`src/rtl/dispatch_queue.sv`:
```
// dispatch_queue: in-order buffer from decode to the per-class FU issue ports.
// Ports: clock/reset/flush; in_valid/in_packet/in_fu_class/in_ready from decode;
// fu_ready, out_valid (one-hot), out_packet, out_fu_class, illegal_drop, count.
// Optional same-cycle bypass into an empty queue: DISPATCH_QUEUE_BYPASS_EN.
package dispatch_queue_pkg;
  typedef struct packed {
    logic [31:0] pc;
    logic [31:0] inst;
  } if_id_t;
endpackage

module dispatch_queue
  import dispatch_queue_pkg::*;
#(
  parameter int DEPTH = 8,
  parameter int PTR_W = $clog2(DEPTH),
  parameter int CNT_W = $clog2(DEPTH) + 1
) (
  input  logic             clock,
  input  logic             reset,
  input  logic             flush,
  input  logic             in_valid,
  input  if_id_t           in_packet,
  input  logic [2:0]       in_fu_class,
  output logic             in_ready,
  input  logic [4:0]       fu_ready,
  output logic [4:0]       out_valid,
  output if_id_t           out_packet,
  output logic [2:0]       out_fu_class,
  output logic             illegal_drop,
  output logic [CNT_W-1:0] count
);

  if_id_t     pkt_q [DEPTH];
  logic [2:0] cls_q [DEPTH];

  logic [PTR_W-1:0] head_ptr;
  logic [PTR_W-1:0] tail_ptr;

  logic       empty;
  logic       full;
  logic       enq;
  logic       deq;
  logic       byp;
  logic [2:0] head_cls;
  logic [4:0] q_valid;
  logic [7:0] rdy_ext;

  assign empty    = (count == '0);
  assign full     = (count == CNT_W'(DEPTH));
  assign head_cls = cls_q[head_ptr];
  assign rdy_ext  = {3'b000, fu_ready};
  assign in_ready = !full && !flush;

  // Classes 5..7 read zero from rdy_ext, so they never dispatch.
  always_comb begin
    q_valid = '0;
    for (int c = 0; c < 5; c++) begin
      q_valid[c] = !empty && !flush &&
                   (head_cls == 3'(c)) &&
                   fu_ready[c];
    end
  end

`ifdef DISPATCH_QUEUE_BYPASS_EN
  assign byp = empty && in_valid && !flush &&
               (in_fu_class <= 3'd4) &&
               rdy_ext[in_fu_class];
`else
  assign byp = 1'b0;
`endif

  always_comb begin
    out_valid    = q_valid;
    out_packet   = pkt_q[head_ptr];
    out_fu_class = head_cls;
    illegal_drop = !empty && !flush &&
                   (head_cls >= 3'd5);
    enq          = in_valid && in_ready;
    deq          = (|q_valid) || illegal_drop;
    if (byp) begin
      // Bypassed entry never touches storage.
      out_valid    = 5'(rdy_ext[in_fu_class])
                     << in_fu_class;
      out_packet   = in_packet;
      out_fu_class = in_fu_class;
      enq          = 1'b0;
    end
  end

  always_ff @(posedge clock) begin
    if (reset) begin
      head_ptr <= '0;
      tail_ptr <= '0;
      count    <= '0;
    end else if (flush) begin
      head_ptr <= '0;
      tail_ptr <= '0;
      count    <= '0;
    end else begin
      if (enq) tail_ptr <= tail_ptr + 1'b1;
      if (deq) head_ptr <= head_ptr + 1'b1;
      count <= count + CNT_W'(enq)
                     - CNT_W'(deq);
    end
  end

  always_ff @(posedge clock) begin
    if (!reset && enq) begin
      pkt_q[tail_ptr] <= in_packet;
      cls_q[tail_ptr] <= in_fu_class;
    end
  end

endmodule

```
`config.mk`:
```
export PLATFORM = sky130hd
export DESIGN_NAME = dispatch_queue
export DESIGN_NICKNAME = d
export VERILOG_FILES = /design/src/rtl/dispatch_queue.sv
export SDC_FILE = /design/constraint.sdc
export NUM_CORES = 1
export LEC_CHECK = 0
export BUFFER_PORTS_ARGS = -buffer_cell sky130_fd_sc_hd__buf_2
export CELL_PAD_IN_SITES_DETAIL_PLACEMENT = 2
export CELL_PAD_IN_SITES_GLOBAL_PLACEMENT = 2
export CORE_MARGIN = 5
export CORE_UTILIZATION = 48
export DETAILED_ROUTE_END_ITERATION = 6
export GPL_ROUTABILITY_DRIVEN = 0
export PLACE_DENSITY_LB_ADDON = 0.1
export SYNTH_ARGS = -nofsm -noshare
export SYNTH_HDL_FRONTEND = slang
export SYNTH_SLANG_ARGS = --single-unit
export TNS_END_PERCENT = 1
```
`constraint.sdc`:
```
create_clock -name clock -period 13.3 [get_ports clock]
set_clock_uncertainty 0.1 [all_clocks]
set_input_delay 1.995 -clock clock [delete_from_list [all_inputs] [get_ports clock]]
set_output_delay 1.995 -clock clock [all_outputs]
set_load 0.03 [all_outputs]
```
# == Yosys cells after proc, flatten, opt, wreduce, memory -nomap -nowiden ==
# Memory sizes are Yosys's and may differ from the RTL's. A register that Yosys moved wholly into a read port is not among the register bits.
# Cells that the tools add are included.
# totals
ff_bits,10
mem_bits_rw,536
out_inout_bits,78
elab_cells,45
mem_count,2
# mem_list
name,depth,width,rd,rd_clocked_by_memory_dff,write_ports,line_no,rtl
pkt_q,8,64,1,1,1,34,if_id_t pkt_q [DEPTH];
cls_q,8,3,1,1,1,35,logic [2:0] cls_q [DEPTH];
# op_classes
n_addsub,4
order_cmp,1
eq_ne,5
n_mux,6
n_reduce_logical,24
# ops
cell,count
$logic_and A1 B1 Y1,15
$mux W3,4
$add A3 B1 Y3 const B,2
$eq A3 B2 Y1 const B,2
$reduce_or A5 Y1,1
$add A4 B1 Y4,1
$eq A4 B4 Y1 const B,1
$logic_not A1 Y1,4
$logic_not A4 Y1,1
$sub A4 B1 Y4,1
$eq A3 B1 Y1 const B,1
$eq A3 B3 Y1 const B,1
$ge A3 B3 Y1 const B,1
$logic_not A3 Y1,1
$mux W1,2
$reduce_or A2 Y1,1
$logic_or A1 B1 Y1,1

# == Depth between registers and ports, before layout ==
# logic_depth
depth_word,9
depth_mapped,13

# == Worst setup path after synthesis ==
# Ideal clock, no wire load.
# synth_timing
path_kind,input -> register
from,input flush
to,memory cls_q[4][0] (enable)
setup_time_ns,0.681
t_arrival_ns,10.093
path_slack_ns,2.427
stages,4
n_path_buf,0
path_cell_list,a21oi_1 nand2_1 or2_2 nor4b_1
# synth_between
elab_chain_len,6
# synth_lines
item,line_no,rtl
start: declaration,21,"input logic flush,"
$logic_not A1 Y1,53,assign in_ready = !full && !flush;
$logic_and A1 B1 Y1,53,
$logic_and A1 B1 Y1,79,enq = in_valid && in_ready;
$logic_and A1 B1 Y1,109,if (!reset && enq) begin
$mux W1,109,
$mux W1 (implied by the code),111,cls_q[tail_ptr] <= in_fu_class;
end: declaration,35,
# No other way between the ends.

==> results.yml <==
routing:
  vias: 9688
  viasPerCell: 5.726
  wirelength_mm: 52.49
  drc: 0
  drtIter0Drc: 698
  drtAntennaViolNets: 0
  routedWlPerCell_um: 31.02
  first_pass_iters: 4
synthesis:
  yosys.area_share.simple_pct: 0.9732
  syn_nets: 951
  synthAdderAreaFrac_pct: 0.5767
  yosysWarnings: 0
  synth_cells: 866
  yosysUniqueCellTypes: 32
  muxShareOfSynthArea_pct: 18.32
  synth_top_family_by_area: "multiplexers"
  synth-xor-area-share_pct: 0.1682
  ys_seq_elements: 549
  synth-seq-area-share_pct: 78.53
  synth_compound_area_share_pct: 0.4566
  synthesis.area_sq_mm: 0.02083
  syn_area_per_cell_sq_um: 24.05
placed_design:
  portBuffers: 153
  place_ws_ns: 8.005
  hpwlAfterDp_mm: 28.09
  place_area_sq_mm: 0.02238
final_layout:
  drive_gt1_share_pct: 42.88
  seqCellArea_sq_mm: 0.01637
  fillCellCount: 3529
  fin_area_sq_mm: 0.02436
  area_growth_pct: 16.98
  final_core_util_pct: 56.69
  final_nets: 1142
  multi_input_comb_area_sq_mm: 0.004322
clocking:
  cts.repair.resized: 0
  clkTransAtPathRegs_ns: 0.06
  worstSkewPairLatency_ns: 0.59
  root_buffer: "clkbuf_16"
  htreeDepth: 2
  cts_sinks: 549
  tritoncts: "done"
  cts_hold_buf: 0
  cts_setup_buffers: 0
  clock_path_buffers: 3
  cts_buffers: 55
sta:
  fmax_mhz: 171.8
  post-route-period-util_pct: 43.77
  setup_violations: 0
  drv_slew: 0
  setup_tns_ns: 0
  fin_crit_ns: 5.821
  fin_ws_ns: 7.479
  rsz0062_at_grt: "false"
  hold_slack_ns: 0.4229
  hold_viol: 0
  slew_headroom_pct: 32.34
  tightestPinTransition_ns: 1.015
outcome:
  outcome: "complete, no violations"
power:
  p_sw_uw: 772.0
  power_frac_seq_pct: 50.8
  p_sw_share_pct: 20.51
  powerDensity_mw_per_mm2: 154.5
  pwr-share-clk_pct: 45.4
  comb_power_share_pct: 3.8
  cellInternalPower_uw: 2993
  ir_worst_vdd_mv: 0.1932
  leakage_uw: 0.007719
critical_path:
  critPathRequiredTime_ns: 11.20
  endpoint_kind: "output pin"
  worst_setup_path_start_kind: "flip-flop"
  path_max_fanout: 39
  cp.arrival_ns: 3.73
  worstSetupPathType: "flip-flop to output pin"
die:
  start_util_pct: 48.46
  row_count: 76
  coreArea_sq_mm: 0.04298
  die_h_um: 218.3
  die-area_sq_mm: 0.04766
  die_width_um: 218.3
  num_io_pins: 154
global_route:
  grt_pass1_wl_mm: 78.49
  overflow: 0
  grt_usage_pct: 22.67
  grt_max_degree: 60
  antenna_found_initial: 8
  grt_pass1_vias: 11170
flow_run:
  drv_cap: 0
min_path:
  min_path_type: "flip-flop to flip-flop"
## synthesized netlist by cell type
cell,n,area [sq um]
dfxtp_1,13,260.3
o221ai_2,1,15.01
mux2_4,1,15.01
nor4_1,2,12.51
xor2_1,2,17.52
clkbuf_2,1,5.000
xnor2_1,2,17.52
buf_6,2,22.52
ha_1,8,100.1
mux2_1,4,45.04
a211oi_2,1,12.51
nand3b_1,2,15.01
buf_2,2,10.01
o311ai_4,1,26.28
nor3b_1,1,7.510
clkbuf_1,14,52.55
nor4b_1,5,43.79
mux2_2,64,720.7
edfxtp_1,536,16100
and4_1,1,8.760
mux4_2,133,2995
nand2_1,6,22.52
nand3_1,4,20.02
a31o_1,1,8.760
mux2i_1,4,40.04
or2_2,2,12.51
inv_1,9,33.78
a21oi_1,5,25.02
fa_1,1,20.02
a21o_1,1,7.510
buf_1,21,78.83
nor2_1,16,60.06
## metal layers
layer | wire length (um) | share of wire (%) | track usage (%) | vias up
met5 | 61 | 0.12 | 0 | -
met2 | 27620 | 53 | 38.98 | 269
met4 | 960 | 1.8 | 6.008 | 8
li1 | - | - | - | 4062
met1 | 21300 | 41 | 30.09 | 5274
met3 | 2556 | 4.9 | 4.377 | 75
## path summary, 6_finish.rpt
path / from / endpoint / slack, ns / depth (start not counted)
worst min register to register: tail_ptr[0] / tail_ptr[0] / 0.42 / 2
worst max register to register: flip-flop / count[2] / 8.86 / 12
worst min-delay path: tail_ptr[0] / tail_ptr[0] / 0.42 / 2
worst max-delay path: flip-flop / out_packet[38] / 7.48 / 5
## cell usage in the layout, fill, tap and decap left out, drive strengths merged, types with 2 or more instances in the layout
cell	instances
edfxtp	536
buf	174
mux4	133
mux2	69
clkbuf	65
clkinv	21
nor2	16
bufinv	13
dfxtp	13
inv	9
ha	8
nand2	6
a21oi	5
nor4b	5
diode	4
mux2i	4
nand3	4
clkinvlp	4
nand3b	2
or2	2
nor4	2
xnor2	2
xor2	2
## stage by stage
stage	std cells	power, uW
2_1_floorplan	866	2032
3_3_place_gp	1585	2084
3_5_place_dp	1585	2092
4_1_cts	1688	3813
5_1_grt	1691	3907
6_report	1692	3765
## cell families (layout without fill, tap and decap cells)
logic type,Yosys count,in the layout
flip-flops,549,549
multiplexers,206,206
buffers and inverters,49,286
AND/OR/NAND/NOR,39,39
AO/OA/AOI/OAI,10,10
adder cells (fa/ha/maj),9,9
XOR/XNOR,4,4
other,0,4
## layout make-up
class                           instances  area share, %
Multi-Input combinational cell        268          17.74
Inverter                                9         0.1387
Clock inverter                         38          2.136
Clock buffer                           65          5.978
Sequential cell                       549          67.17
Timing Repair Buffer                  174          3.790
Antenna cell                            4        0.04108
Tap cell                              585          3.004
## state kept, by name, indices dropped and copies added (netlist names), named ones only
register  count
tail_ptr      3
pkt_q       512
head_ptr      3
cls_q        24
count         4
## worst max-delay path, cell delays in order, from the launching register on
cell and delay [ns]:
dfxtp_4 0.55, buf_4 0.69, buf_4 0.72, mux4_2 0.59
mux2_2 0.31, buf_2 0.19
## power groups by stage
stage	registers (uW)	clock network (uW)	logic, uW
final	1910	1710	142
after global routing	1910	1840	154
after CTS	1910	1760	146
after detailed placement	1950	0	143
after global placement	1950	0	136
after floorplan	1950	0	80.8
No activity file was read; power rests on OpenSTA's default activity.
